`config.mk`:
```
export PLATFORM = sky130hd
export DESIGN_NAME = led_chase_sequencer
export DESIGN_NICKNAME = d
export VERILOG_FILES = /design/src/rtl/led_chase_sequencer.sv
export SDC_FILE = /design/constraint.sdc
export NUM_CORES = 1
export LEC_CHECK = 0
export BUFFER_PORTS_ARGS = -buffer_cell sky130_fd_sc_hd__buf_2
export CAP_MARGIN = 40
export CORE_AREA = 2 2 66 68
export CTS_CLUSTER_DIAMETER = 150
export CTS_CLUSTER_SIZE = 10
export DETAILED_ROUTE_END_ITERATION = 10
export DIE_AREA = 0 0 68 70
export GPL_TIMING_DRIVEN = 0
export PLACE_DENSITY = 0.76
export SLEW_MARGIN = 5
export SYNTH_ARGS = -nofsm -noshare
export SYNTH_HDL_FRONTEND = slang
export SYNTH_SLANG_ARGS = --single-unit
export TNS_END_PERCENT = 10
```
`constraint.sdc`:
```
create_clock -name clk -period 2.4 [get_ports clk]
set_input_delay 0.24 -clock clk [delete_from_list [all_inputs] [get_ports clk]]
set_output_delay 0.24 -clock clk [all_outputs]
set_load 0.05 [all_outputs]
```
`src/rtl/led_chase_sequencer.sv`:
```
// Timed chase sequencer for the 3-to-8 LED decoder select: walks one lit LED
// across led1..led7 in up, down, ping-pong or hold patterns at a divided tick rate.
module led_chase_sequencer #(
    parameter int TICK_DIV = 50_000_000,
    parameter int CNT_W    = 26
) (
    input  logic       clk,
    input  logic       reset,
    input  logic       start,
    input  logic       pause,
    input  logic       stop,
    input  logic [1:0] mode,
    output logic [2:0] q,
    output logic       busy,
    output logic       wrap
);

    typedef enum logic [1:0] {
        IDLE  = 2'd0,
        RUN   = 2'd1,
        PAUSE = 2'd2
    } state_t;

    localparam logic [1:0] MODE_UP   = 2'b00;
    localparam logic [1:0] MODE_DOWN = 2'b01;
    localparam logic [1:0] MODE_PING = 2'b10;

    localparam logic [CNT_W-1:0] CNT_LAST = CNT_W'(TICK_DIV - 1);

    state_t           state_reg;
    logic [CNT_W-1:0] cnt_reg;
    logic [2:0]       q_reg;
    logic             dir_reg;     // 0 = counting up, 1 = counting down (ping-pong only)
    logic [1:0]       mode_reg;
    logic             wrap_reg;
    logic             busy_reg;

    logic [2:0]       step_q_next;
    logic             step_dir_next;
    logic             step_wrap_next;

    // Next LED position if a tick were taken this cycle.
    always_comb begin
        step_q_next    = q_reg;
        step_dir_next  = dir_reg;
        step_wrap_next = 1'b0;
        case (mode_reg)
            MODE_UP: begin
                if (q_reg == 3'd7) begin
                    step_q_next    = 3'd1;
                    step_wrap_next = 1'b1;
                end else begin
                    step_q_next = q_reg + 3'd1;
                end
            end
            MODE_DOWN: begin
                if (q_reg == 3'd1) begin
                    step_q_next    = 3'd7;
                    step_wrap_next = 1'b1;
                end else begin
                    step_q_next = q_reg - 3'd1;
                end
            end
            MODE_PING: begin
                if (!dir_reg) begin
                    if (q_reg == 3'd7) begin
                        step_q_next   = 3'd6;
                        step_dir_next = 1'b1;
                    end else begin
                        step_q_next = q_reg + 3'd1;
                    end
                end else begin
                    if (q_reg == 3'd1) begin
                        step_q_next    = 3'd2;
                        step_dir_next  = 1'b0;
                        step_wrap_next = 1'b1;
                    end else begin
                        step_q_next = q_reg - 3'd1;
                    end
                end
            end
            default: begin
                step_wrap_next = 1'b1;
            end
        endcase
    end

    always_ff @(posedge clk) begin
        if (reset) begin
            state_reg <= IDLE;
            cnt_reg   <= '0;
            q_reg     <= 3'd0;
            dir_reg   <= 1'b0;
            mode_reg  <= MODE_UP;
            wrap_reg  <= 1'b0;
            busy_reg  <= 1'b0;
        end else begin
            wrap_reg <= 1'b0;
            case (state_reg)
                IDLE: begin
                    if (start && !stop && !pause) begin
                        state_reg <= RUN;
                        mode_reg  <= mode;
                        cnt_reg   <= '0;
                        q_reg     <= (mode == MODE_DOWN) ? 3'd7 : 3'd1;
                        dir_reg   <= 1'b0;
                        busy_reg  <= 1'b1;
                    end
                end
                RUN: begin
                    if (stop) begin
                        state_reg <= IDLE;
                        cnt_reg   <= '0;
                        q_reg     <= 3'd0;
                        dir_reg   <= 1'b0;
                        busy_reg  <= 1'b0;
                    end else if (pause) begin
                        // Entering pause suppresses any step due on this edge.
                        state_reg <= PAUSE;
                    end else if (cnt_reg == CNT_LAST) begin
                        cnt_reg  <= '0;
                        q_reg    <= step_q_next;
                        dir_reg  <= step_dir_next;
                        wrap_reg <= step_wrap_next;
                    end else begin
                        cnt_reg <= cnt_reg + CNT_W'(1);
                    end
                end
                PAUSE: begin
                    if (stop) begin
                        state_reg <= IDLE;
                        cnt_reg   <= '0;
                        q_reg     <= 3'd0;
                        dir_reg   <= 1'b0;
                        busy_reg  <= 1'b0;
                    end else if (start && !pause) begin
                        state_reg <= RUN;
                    end
                end
                default: begin
                    state_reg <= IDLE;
                    cnt_reg   <= '0;
                    q_reg     <= 3'd0;
                    busy_reg  <= 1'b0;
                end
            endcase
        end
    end

    assign q    = q_reg;
    assign busy = busy_reg;
    assign wrap = wrap_reg;

endmodule
```
Word level (Yosys, flattened, before mapping) --
Index checks and enable logic that the tools add are counted.
Word-level totals: register bits after elaboration 36, bits in latches 0, RAM bits 0, bits in read-only memories 0, output and inout bits 5, memories 0
Operators by class: $add $sub $neg 3, multipliers 0, divide/modulo/power cells 0, $lt $le $gt $ge 0, eq/ne operators 17, shift operators 0, multiplexer cells 40, bitwise logic cells 2, reductions and logical operators 16
Operators by type and width (number):
- $mux 26 | 5
- $pmux 26 s3 | 1
- $mux 3 | 11
- $add 26x1->26 const B | 1
- $eq 26x26->1 const B | 1
- $pmux 3 s3 | 2
- $mux 1 | 12
- $ne 3x3->1 const B | 4
- $mux 2 | 5
- $eq 2x1->1 const B | 3
- $pmux 1 s3 | 2
- $pmux 2 s3 | 1
- $reduce_and 3->1 | 2
- $reduce_and 6->1 | 1
- $ne 5x2->1 const B | 1
- $reduce_and 5->1 | 1
- $reduce_or 5->1 | 1
- $eq 2x2->1 const B | 2
- $logic_not 2->1 | 2
- $ne 2x2->1 const B | 2
- $reduce_and 2->1 | 2
- $add 3x1->3 const B | 1
- $eq 3x1->1 const B | 1
- $eq 3x3->1 const B | 1
- other kinds (9) | 13

Logic depth before layout (Yosys ltp) --
Gate-level depths: netlist of run 1.
word-level depth 8, depth in mapped cells 9, mapped depth without buffers 7

Worst setup path after synthesis of run 1 --
Ideal clock, no wire load.
path type register -> register, start point reg state_reg[0], end point reg cnt_reg[15], arrival time 2.056 ns, slack 0.274 ns, stages on the path, launching flop included 8, path buffers 0, clock period less this slack 2.126 ns, path through dfxtp_1 inv_1 ha_1 or4b_1 nand3_2 nand3_1 or4b_1 a21oi_1
Between the ends: word-level cells in the longest chain between the ends 3, elaborated cells between the ends (all ways) 8, those cells by class 5 x eq/ne; 1 x mux; 2 x reduce/logical
Ends and longest elaborated chain:
- start: declaration | line 30 | state_t state_reg;
- start signal: assignment | line 90 | state_reg <= IDLE;
- start signal: assignment | line 102 | state_reg <= RUN;
- start signal: assignment | line 112 | state_reg <= IDLE;
- $eq 2x1->1, or another cell as far along | line 99 | case (state_reg)
- $ne 3x3->1 (no source line) or $ne 2x2->1 (tied branches)
- $reduce_and 3->1 (no source line)
- end signal: assignment | line 126 | cnt_reg <= cnt_reg + CNT_W'(1);
- end: declaration | line 31 | logic [CNT_W-1:0] cnt_reg;
Several ways; a longest one is shown, not always the timed one. A chain may end at the register's enable or synchronous reset.

Worst setup path in the final report of run 1 --
Same ends and word-level chain as after synthesis.

==> results.md, run 1 <==
* Final WL at ~5400 µm
* Clock latency at the later pin of the worst-skew pair at 290 ps
* Largest net degree at the start of global routing at 11
* Worst VDD drop at 0.000394 V
* DIE AREA at 4760 µm²
* Post-route cell area at 2570 µm²
* WL per Instance at approximately 15 µm
* Pwr dens at between 500 and 600 nW/µm²
* Post-synth EDFFs at 0
* Critical Path Start Type: flop
* Top FF cell, synth: dfxtp_1
* Reg2reg start: state_reg[0]
* Starting DRT DRC Count at 171
* # IOs at 12
* Mapped Avg Cell Area at roughly 8.2 µm²
* Area Overhead vs Synth at 11.0%
* Worst setup EP type: flop
* Antenna-violating nets left at 0
* I/O Buffers at 10
* Worst Path Max Fanout at 7
* Worst-margin pin slew at 612 ps
* CTS tree: yes
* Period minus WS final at 2270 ps
* Antenna cells at 0
* Period utilisation layout at a little over nine tenths
* Seq/Total Area, Yosys at ~31%
* Fin. Hold Viols at 0
* Congestion Overflow GR at 0
* Syn Inst Count at 284
* Hold Path Depth at 3
* TritonCTS Buffers at 5
* Vias in the first global route at 1950
* Unrepaired setup endpoints after global routing: true
* Most common cell after layout, fill and taps aside: dfxtp_1
* DRC errors left at 0
* Post-Syn Nets at approximately 310
* Reg area at slightly above 700 µm²
* Max FFs per register at 26
* Vias per inst at around 6.2
* Gpl congestion at about 0.9
* Clk pin slew, worst setup/hold paths at roughly 70 ps
* Fin nets at about 330
* Routed vias at 2218
* Most frequent cells in the layout: 35 x dfxtp_1, 21 x a21oi_1, 20 x nand2_1, 20 x nor2_1, 18 x inv_1
* Setup violators final at 0
* Final Skew at approximately 4.5 ps
* Fin. max-slew vios at 0
* Fraction of layout cells with a size suffix above 1 at between 10% and 20%
* First-pass GRT wire length at roughly 9000 µm
* Multi-input logic area at 1500 µm²
* Total GRT Usage at between 20% and 30%
* Reg2reg setup slack at approximately 130 ps
* Maxcap violations at 0
* Post-DP HPWL at about 3800 µm
* CP required at between 2000 and 3000 ps
* Cell Count, Final, Fillers Out at 356
* Rows at 24
* Clock Tree Buf Depth at 2
* Die height at 70 µm
* WP data arrival at 2490 ps
* Asr flop ratio synth at 0%
* Synth warn at 0
* WHS at around 230 ps
* Worst min path class: primary input to flop
* Drt first pass iters at 6
* FF-to-FF End: cnt_reg[15]
* Root Buffer: clkbuf_8
* FF-to-FF path depth at 7
* # H-tree levels at 2
* Register bit total from synthesis at 36
* Core area at 4140 µm²
* Placed insts at about 350
* Pleak at 0.903 nW
* Cell Area, Synth at about 2300 µm²
* Max Clock Freq at ~440 MHz
* Clock tree sinks at 36
* Setup CP Type: flop to flop
* Netlist cell types at 60
* Initial core utilization at 55.9%
* Hold Path Sink: mode_reg[1]
* Slew margin rel. at between 50% and 60%
* Hold buffer count at CTS at 0
* Die width at between 60 and 70 µm
* Status: completed
* Antenna violations before repair at 0
* HP Start: mode[1]
* Post-DP Area at roughly 2400 µm²
* Filler Cells Inserted at ~370
==> worst max path at each step <==
stage	startpoint	slack, ps	endpoint	cells past startpoint
after floorplan	state_reg[0]	270	cnt_reg[15]	7
after global placement	cnt_reg[0]	-50	cnt_reg[23]	7
after detailed placement	cnt_reg[0]	-50	cnt_reg[23]	7
after CTS	state_reg[0]	-20	cnt_reg[15]	7
after global routing	state_reg[0]	-0.5	cnt_reg[15]	7
final	state_reg[0]	130	cnt_reg[15]	7
==> kinds of logic (layout without fill, tap and decap cells) <==
family                     after synthesis  after routing  share of synthesized area [%]
muxes                                    4              4                           1.73
DFF                                     36             36                           31.1
buffers and inverters                   29             49                           5.13
AOI/OAI and AO/OA                       68             68                           18.9
adders and majority gates               15             15                           8.10
and+or+nand+nor                        125            125                           32.4
xor gates and xnor gates                 7              7                           2.65
==> synthesized netlist by cell type (all sizes together), types with 3 or more instances <==
library cell / instances / area share (%)
a21oi: 22 / 4.9
a311oi: 3 / 1.1
a31oi: 7 / 1.9
and2: 6 / 1.6
and3: 3 / 0.81
buf: 3 / 0.92
clkbuf: 8 / 1.3
dfxtp: 36 / 31
ha: 15 / 8.1
inv: 18 / 2.9
mux2i: 4 / 1.7
nand2: 20 / 3.2
nand2b: 4 / 1.1
nand3: 12 / 2.8
nand4: 15 / 4.1
nand4b: 3 / 1.1
nor2: 20 / 3.2
nor2b: 5 / 1.4
nor3: 3 / 0.86
nor4: 3 / 1.7
o21ai: 14 / 3.2
or3: 12 / 3.2
or4: 4 / 1.5
or4b: 3 / 1.5
xor2: 6 / 2.3
==> layout make-up <==
cell class	instances	share of cell area (%)
multi-input combinational	219	58.5
sequential	36	28.1
clock buffer	8	3.51
inverter	18	2.63
timing repair buffer	12	2.53
tap	52	2.53
buffer	11	2.24
==> layer usage <==
metal / vias to the layer above / global-route usage (%) / share of wire (%)
li1: 1093 / - / -
met1: 1053 / 35.3 / 46
met2: 62 / 36.0 / 48
met3: 10 / 4.67 / 5.0
met4: 0 / 9.78 / 1.4
met5: - / 0 / 0
==> power breakdown <==
part | internal [mW] | leakage [nW] | switching [mW]
Sequential | 0.618 | 0.291 | 0.0261
Clock | 0.234 | 0.0455 | 0.209
Combinational | 0.130 | 0.566 | 0.257
Total | 0.983 | 0.903 | 0.492
==> what timing repair did <==
item,in CTS,in global routing
buffers inserted,0,2
pin swaps,0,2
endpoints found under the setup margin,11,25
resized for setup,1,13
==> worst max-delay path: stages, from the launching register on <==
cell     delay [ps]
dfxtp_2         370
inv_1            70
ha_1            240
or4b_1          590
nand3_4         170
nand3_2         130
or4b_1          490
a21oi_1         140
==> stage by stage <==
step | setup TNS (ps) | setup slack, ps | utilization, % | power [mW]
after CTS | -56.4 | -21.1 | 61.1 | 1.47
final | 0 | 132 | 62.0 | 1.47
after detailed placement | -474 | -51.9 | 58.7 | 1.03
after floorplan | 0 | 274 | - | 0.935
after global routing | -0.532 | -0.532 | 62.0 | 1.55
after global placement | -440 | -49.4 | 58.7 | 1.02
Power figures use the tool's default switching activity.
==> run 2, diff against run 1 <==
Settings changed: BUFFER_PORTS_ARGS -buffer_cell sky130_fd_sc_hd__buf_2 to unset, DONT_BUFFER_PORTS set to 1, PLACE_DENSITY 0.76 to unset, PLACE_DENSITY_LB_ADDON set to 0.05.
==> results.md, run 2 (synthesis gave the netlist of run 1 again) <==
* Fraction of layout cells with a size suffix above 1 at 9.28% (-3.6 points)
* Area Overhead vs Synth at 7.94%
* WL per Instance at 15.3 µm (+0.33%)
* Combinational power share at 22.3% (-4.0 points)
* CTS tree: yes
* Core area at 4140 µm² (unchanged)
* Largest net degree at the start of global routing at 12 (+1)
* Period minus WS final at 2290 ps (+21.2 ps)
* Clock tree sinks at 36 (unchanged)
* Antenna violations before repair at 0 (unchanged)
* Total net switching power at 0.495 mW (+0.59%)
* Critical Path, Cell by Cell: inv_1, ha_1, or4b_1, nand3_4, nand3_2, or4b_1, a21oi_1
* FF-to-FF path depth at 7 (unchanged)
* Critical path buffers and inverters at 1 (unchanged)
* Clock network fraction of design power at 28.9% (-1.1 points)
* Cell depth of the worst setup path at 7 (unchanged)
* First-pass GRT wire length at 8760 µm (-2.4%)
* Max Clock Freq at 437 MHz (-0.92%)
* Setup violators final at 0 (unchanged)
* Clock Tree Buf Depth at 2 (unchanged)
* WHS at 99.3 ps (-132 ps)
* Most frequent cells in the layout: 35 x dfxtp_1, 21 x a21oi_1, 20 x nand2_1, 20 x nor2_1, 18 x inv_1
* Final WL at 5260 µm (-3.3%)
* Critical Path Start Type: flop
* Antenna cells at 0 (unchanged)
* Sequential Power Share at 48.8% (+5.1 points)
* Worst setup EP type: flop
* DRC errors left at 0 (unchanged)
* Placed insts at 336 (-2.9%)
* Slew margin rel. at 49.3% (-9.8 points)
* Root Buffer: clkbuf_8
* Die width at 68 µm (unchanged)
* Period utilisation layout at 95.4% (+0.88 points)
* Cell Count, Final, Fillers Out at 343 (-3.7%)
* Final worst slack at 111 ps (-21.2 ps)
* Fin. Hold Viols at 0 (unchanged)
* TritonCTS Buffers at 5 (unchanged)
* Worst min path class: primary input to flop
* DIE AREA at 4760 µm² (unchanged)
* Final Skew at 11.9 ps (+7.40 ps)
* WP data arrival at 2520 ps (+30 ps)
* Fin nets at 313 (-3.7%)
* Vias in the first global route at 1867 (-4.3%)
* Setup CP Type: flop to flop
* Clock latency at the later pin of the worst-skew pair at 290 ps (about the same)
* Place WS at -24.0 ps (+27.9 ps)
* CP required at 2630 ps (about the same)
* Pleak at 0.839 nW (-7.1%)
* Clk pin slew, worst setup/hold paths at 70 ps (about the same)
* Fin. max-slew vios at 0 (unchanged)
* Pwr dens at 571 nW/µm² (-0.57%)
* Die height at 70 µm (unchanged)
* Vias per inst at 6.12 (-1.7%)
* Unrepaired setup endpoints after global routing: true
* I/O Buffers at 0 (-10)
* Post-DP HPWL at 3860 µm (+0.99%)
* Sw frac at 34.7% (+1.3 points)
* Rows at 24 (unchanged)
* Gpl congestion at 0.833 (-5.8%)
* Worst-margin pin slew at 759 ps (+147 ps)
* Worst VDD drop at 0.000379 V (-3.8%)
* Total GRT Usage at 23.8% (-0.82 points)
* Delay-heaviest family, CP: simple AND/OR/NAND/NOR gates
* Initial core utilization at 55.9% (unchanged)
* Pint at 0.932 mW (-5.2%)
* Max FFs per register at 26 (unchanged)
* CP max stage delay at 590 ps (about the same)
* Hold buffer count at CTS at 0 (unchanged)
* # H-tree levels at 2 (unchanged)
* Congestion Overflow GR at 0 (unchanged)
* Routed vias at 2100 (-5.3%)
* Most Frequent Cell on Critical Path: or4b_1
* Worst Path Max Fanout at 7 (unchanged)
* Hold Path Depth at 2 (-1)
* Crit path max-delay cell type: or4b_1
* Status: completed
* Starting DRT DRC Count at 186 (+8.8%)
* Antenna-violating nets left at 0 (unchanged)
* Most common cell after layout, fill and taps aside: dfxtp_1
* # IOs at 12 (unchanged)
* Drt first pass iters at 4 (-2)
* Maxcap violations at 0 (unchanged)
-- run 2: cell types whose count changed in the layout (fill, tap and decap cells not counted), sizes merged --
cell	previous run	this run
clkinvlp	0	1
clkinv	0	1
clkbuf	16	12
buf	15	4
-- run 2: final cells by class --
cell class | instances | area [µm²]
sequential | 36 | 722
multi-input combinational | 219 | 1510
buffer | 11 | 53.8
clock buffer | 5 | 68.8
inverter | 18 | 67.6
fill | 364 | 1640
clock inverter | 2 | 12.5
tap | 52 | 65.1
-- run 2: power groups by stage --
stage	Combinational [mW]	Sequential, mW	Clock [mW]
after global routing	0.362	0.698	0.445
final	0.318	0.695	0.413
after global placement	0.304	0.707	0
after detailed placement	0.305	0.708	0
after CTS	0.311	0.694	0.420
after floorplan	0.235	0.700	0
-- run 2: repair_timing --
item,in CTS,in global routing
buffers inserted,0,0
gates cloned,0,0
gates resized for setup,4,6
setup endpoints to repair,9,18
-- run 2: final timing paths --
kind                                    from     endpoint  slack (ps)
worst min-delay path                   pause         wrap         100
worst max-delay path            state_reg[0]  cnt_reg[15]         110
worst min register to register   cnt_reg[21]  cnt_reg[21]         490
worst max register to register  state_reg[0]  cnt_reg[15]         110
-- run 2: per-stage QoR --
| stage | setup TNS (ps) | total power, mW | utilization, % | cell area (µm²) |
|---|---|---|---|---|
| floorplan | 0 | 0.935 | - | 2320 |
| global placement | -48.5 | 1.01 | 57.5 | 2380 |
| detailed placement | -69.3 | 1.01 | 57.5 | 2380 |
| CTS | 0 | 1.42 | 59.8 | 2480 |
| global route | -3.62 | 1.51 | 60.3 | 2500 |
| finish | 0 | 1.43 | 60.3 | 2500 |
-- run 2: layer usage --
layer / GRT usage (%) / wire length [µm]
met1: 34.9 / 2480
met2: 36.1 / 2470
met3: 3.86 / 245
met4: 6.00 / 60
met5: 0 / 0
==> run 3, diff against run 2 <==
Settings changed: CORE_AREA 2 2 66 68 to 2 2 67 69, DIE_AREA 0 0 68 70 to 0 0 69 71.
Clock period 2.4 ns to 2.1 ns, I/O delays scaled along.
==> results.md, run 3 (synthesis gave the netlist of run 1 again) <==
* CP required at 2330 ps (-300 ps)
* Power Total at 1.89 mW (+32%)
* DIE AREA at 4900 µm² (+2.9%)
* CTS tree: yes
* Antenna cells at 0 (unchanged)
* Post-route cell area at 2790 µm² (+12%)
* Total GRT Usage at 23.9% (+0.078 points)
* Routed vias at 2196 (+4.6%)
* Clock Tree Buf Depth at 2 (unchanged)
* Max FFs per register at 26 (unchanged)
* Die width at 69 µm (+1.5%)
* Critical Path Start Type: flop
* Worst VDD drop at 0.000377 V (-0.53%)
* Period minus WS final at 2110 ps (-184 ps)
* Clock latency at the later pin of the worst-skew pair at 300 ps (about the same)
* Setup violators final at 1 (+1)
* Fin. max-slew vios at 0 (unchanged)
* Worst-margin pin slew at 731 ps (-27.9 ps)
* Core area at 4200 µm² (+1.4%)
* Final Skew at 15.5 ps (+3.54 ps)
* Worst setup EP type: flop
* Most common cell after layout, fill and taps aside: dfxtp_1
* Antenna-violating nets left at 0 (unchanged)
* Pleak at 0.965 nW (+15%)
* Unrepaired setup endpoints after global routing: true
* Root Buffer: clkbuf_8
* Gpl congestion at 0.829 (-0.41%)
* Vias in the first global route at 2020 (+8.2%)
* Area Overhead vs Synth at 20.6%
* Die height at 71 µm (+1.4%)
* Drt first pass iters at 4 (unchanged)
* Final WL at 6060 µm (+15%)
* Met3 WL at 236 µm (-3.7%)
* Max Clock Freq at 475 MHz (+8.8%)
* CP max stage delay at 560 ps (-30 ps)
* Largest net degree at the start of global routing at 12 (unchanged)
* I/O Buffers at 0 (unchanged)
* Final worst slack at -5.07 ps (-116 ps)
* Failing checks: setup timing
* WL per Instance at 16.9 µm (+10%)
* Starting DRT DRC Count at 155 (-17%)
* Crit path max-delay cell type: or4b_4
* DRC errors left at 0 (unchanged)
* Clk pin slew, worst setup/hold paths at 80 ps (about the same)
* Fin. Hold Viols at 0 (unchanged)
* Top routing layer used: met4
* Worst min path class: primary input to flop
* Critical Path, Cell by Cell: inv_4, ha_4, or4b_4, nand3_4, nand3_4, or4b_4, a21oi_2
* Post-DP Area at 2380 µm² (about the same)
* Antenna violations before repair at 0 (unchanged)
* Fraction of layout cells with a size suffix above 1 at 21.2% (+12 points)
* Most frequent cells in the layout: 29 x dfxtp_1, 20 x nand2_1, 19 x nor2_1, 19 x a21oi_1, 16 x inv_1
* Post-DP HPWL at 3850 µm (-0.37%)
* First-pass GRT wire length at 9510 µm (+8.5%)
* WP data arrival at 2340 ps (-180 ps)
* Delay-heaviest family, CP: simple AND/OR/NAND/NOR gates
* Vias per inst at 6.13 (+0.19%)
* Congestion Overflow GR at 0 (unchanged)
* Clock tree sinks at 36 (unchanged)
* Initial core utilization at 55.1% (-0.80 points)
* Period utilisation layout at 100% (+4.9 points)
* Fin nets at 327 (+4.5%)
* Critical path buffers and inverters at 1 (unchanged)
* # IOs at 12 (unchanged)
* # H-tree levels at 2 (unchanged)
* Worst Path Max Fanout at 6 (-1)
* Rows at 24 (unchanged)
* Pwr dens at 676 nW/µm² (+18%)
* Setup CP Type: flop to flop
* Setup TNS at -5.07 ps (-5.07 ps)
* Met2 WL at 2940 µm (+19%)
* TritonCTS Buffers at 5 (unchanged)
* Status: finished, violations left
* Slew margin rel. at 51.2% (+1.9 points)
* M1 wire length at 2800 µm (+13%)
* Maxcap violations at 0 (unchanged)
run 3: cell types whose count changed in the layout (fill, tap and decap cells not counted), sizes merged:
cell / previous run / this run
clkinvlp: 1 / 0
buf: 4 / 19
bufinv: 0 / 1
run 3: area by class of cell:
type | instances | area [µm²]
buffer | 10 | 55.1
clock inverter | 2 | 35.0
tap | 52 | 65.1
timing repair buffer | 15 | 116
multi-input combinational | 219 | 1640
clock buffer | 6 | 72.6
fill | 353 | 1410
sequential | 36 | 734
inverter | 18 | 70.1
run 3: timing repair:
action	4_1_cts	5_1_grt
buffers inserted	5	9
gates resized for setup	22	30
hold buffers	0	0
gates cloned	1	0
pin swaps	3	12
endpoints found under the setup margin	30	28
run 3: stage by stage:
step	hold slack [ps]	cells	setup WS, ps	utilization [%]
floorplan	368	284	-12.1	-
global placement	376	336	-318	56.7
detailed placement	382	336	-299	56.7
CTS	59.2	350	-14.1	62.4
global route	58.7	358	-43.6	66.4
finish	67.2	358	-5.07	66.4
run 3: final timing paths:
check          startpoint     endpoint  slack (ps)  depth (start not counted)
min reg2reg   cnt_reg[23]  cnt_reg[23]         490                          2
max reg2reg  state_reg[0]  cnt_reg[15]          -5                          7
min               mode[1]  mode_reg[1]          70                          2
max          state_reg[0]  cnt_reg[15]          -5                          7
run 3: power breakdown:
group          leakage [nW]  internal, mW  switching, mW
Combinational         0.615         0.207          0.271
Sequential            0.295         0.707         0.0881
Clock                0.0552         0.353          0.262
run 3: metal layers:
layer	track usage (%)	up-vias
met5	0	-
met4	7.41	0
met3	4.27	8
met2	39.4	51
met1	32.0	1045
li1	-	1092
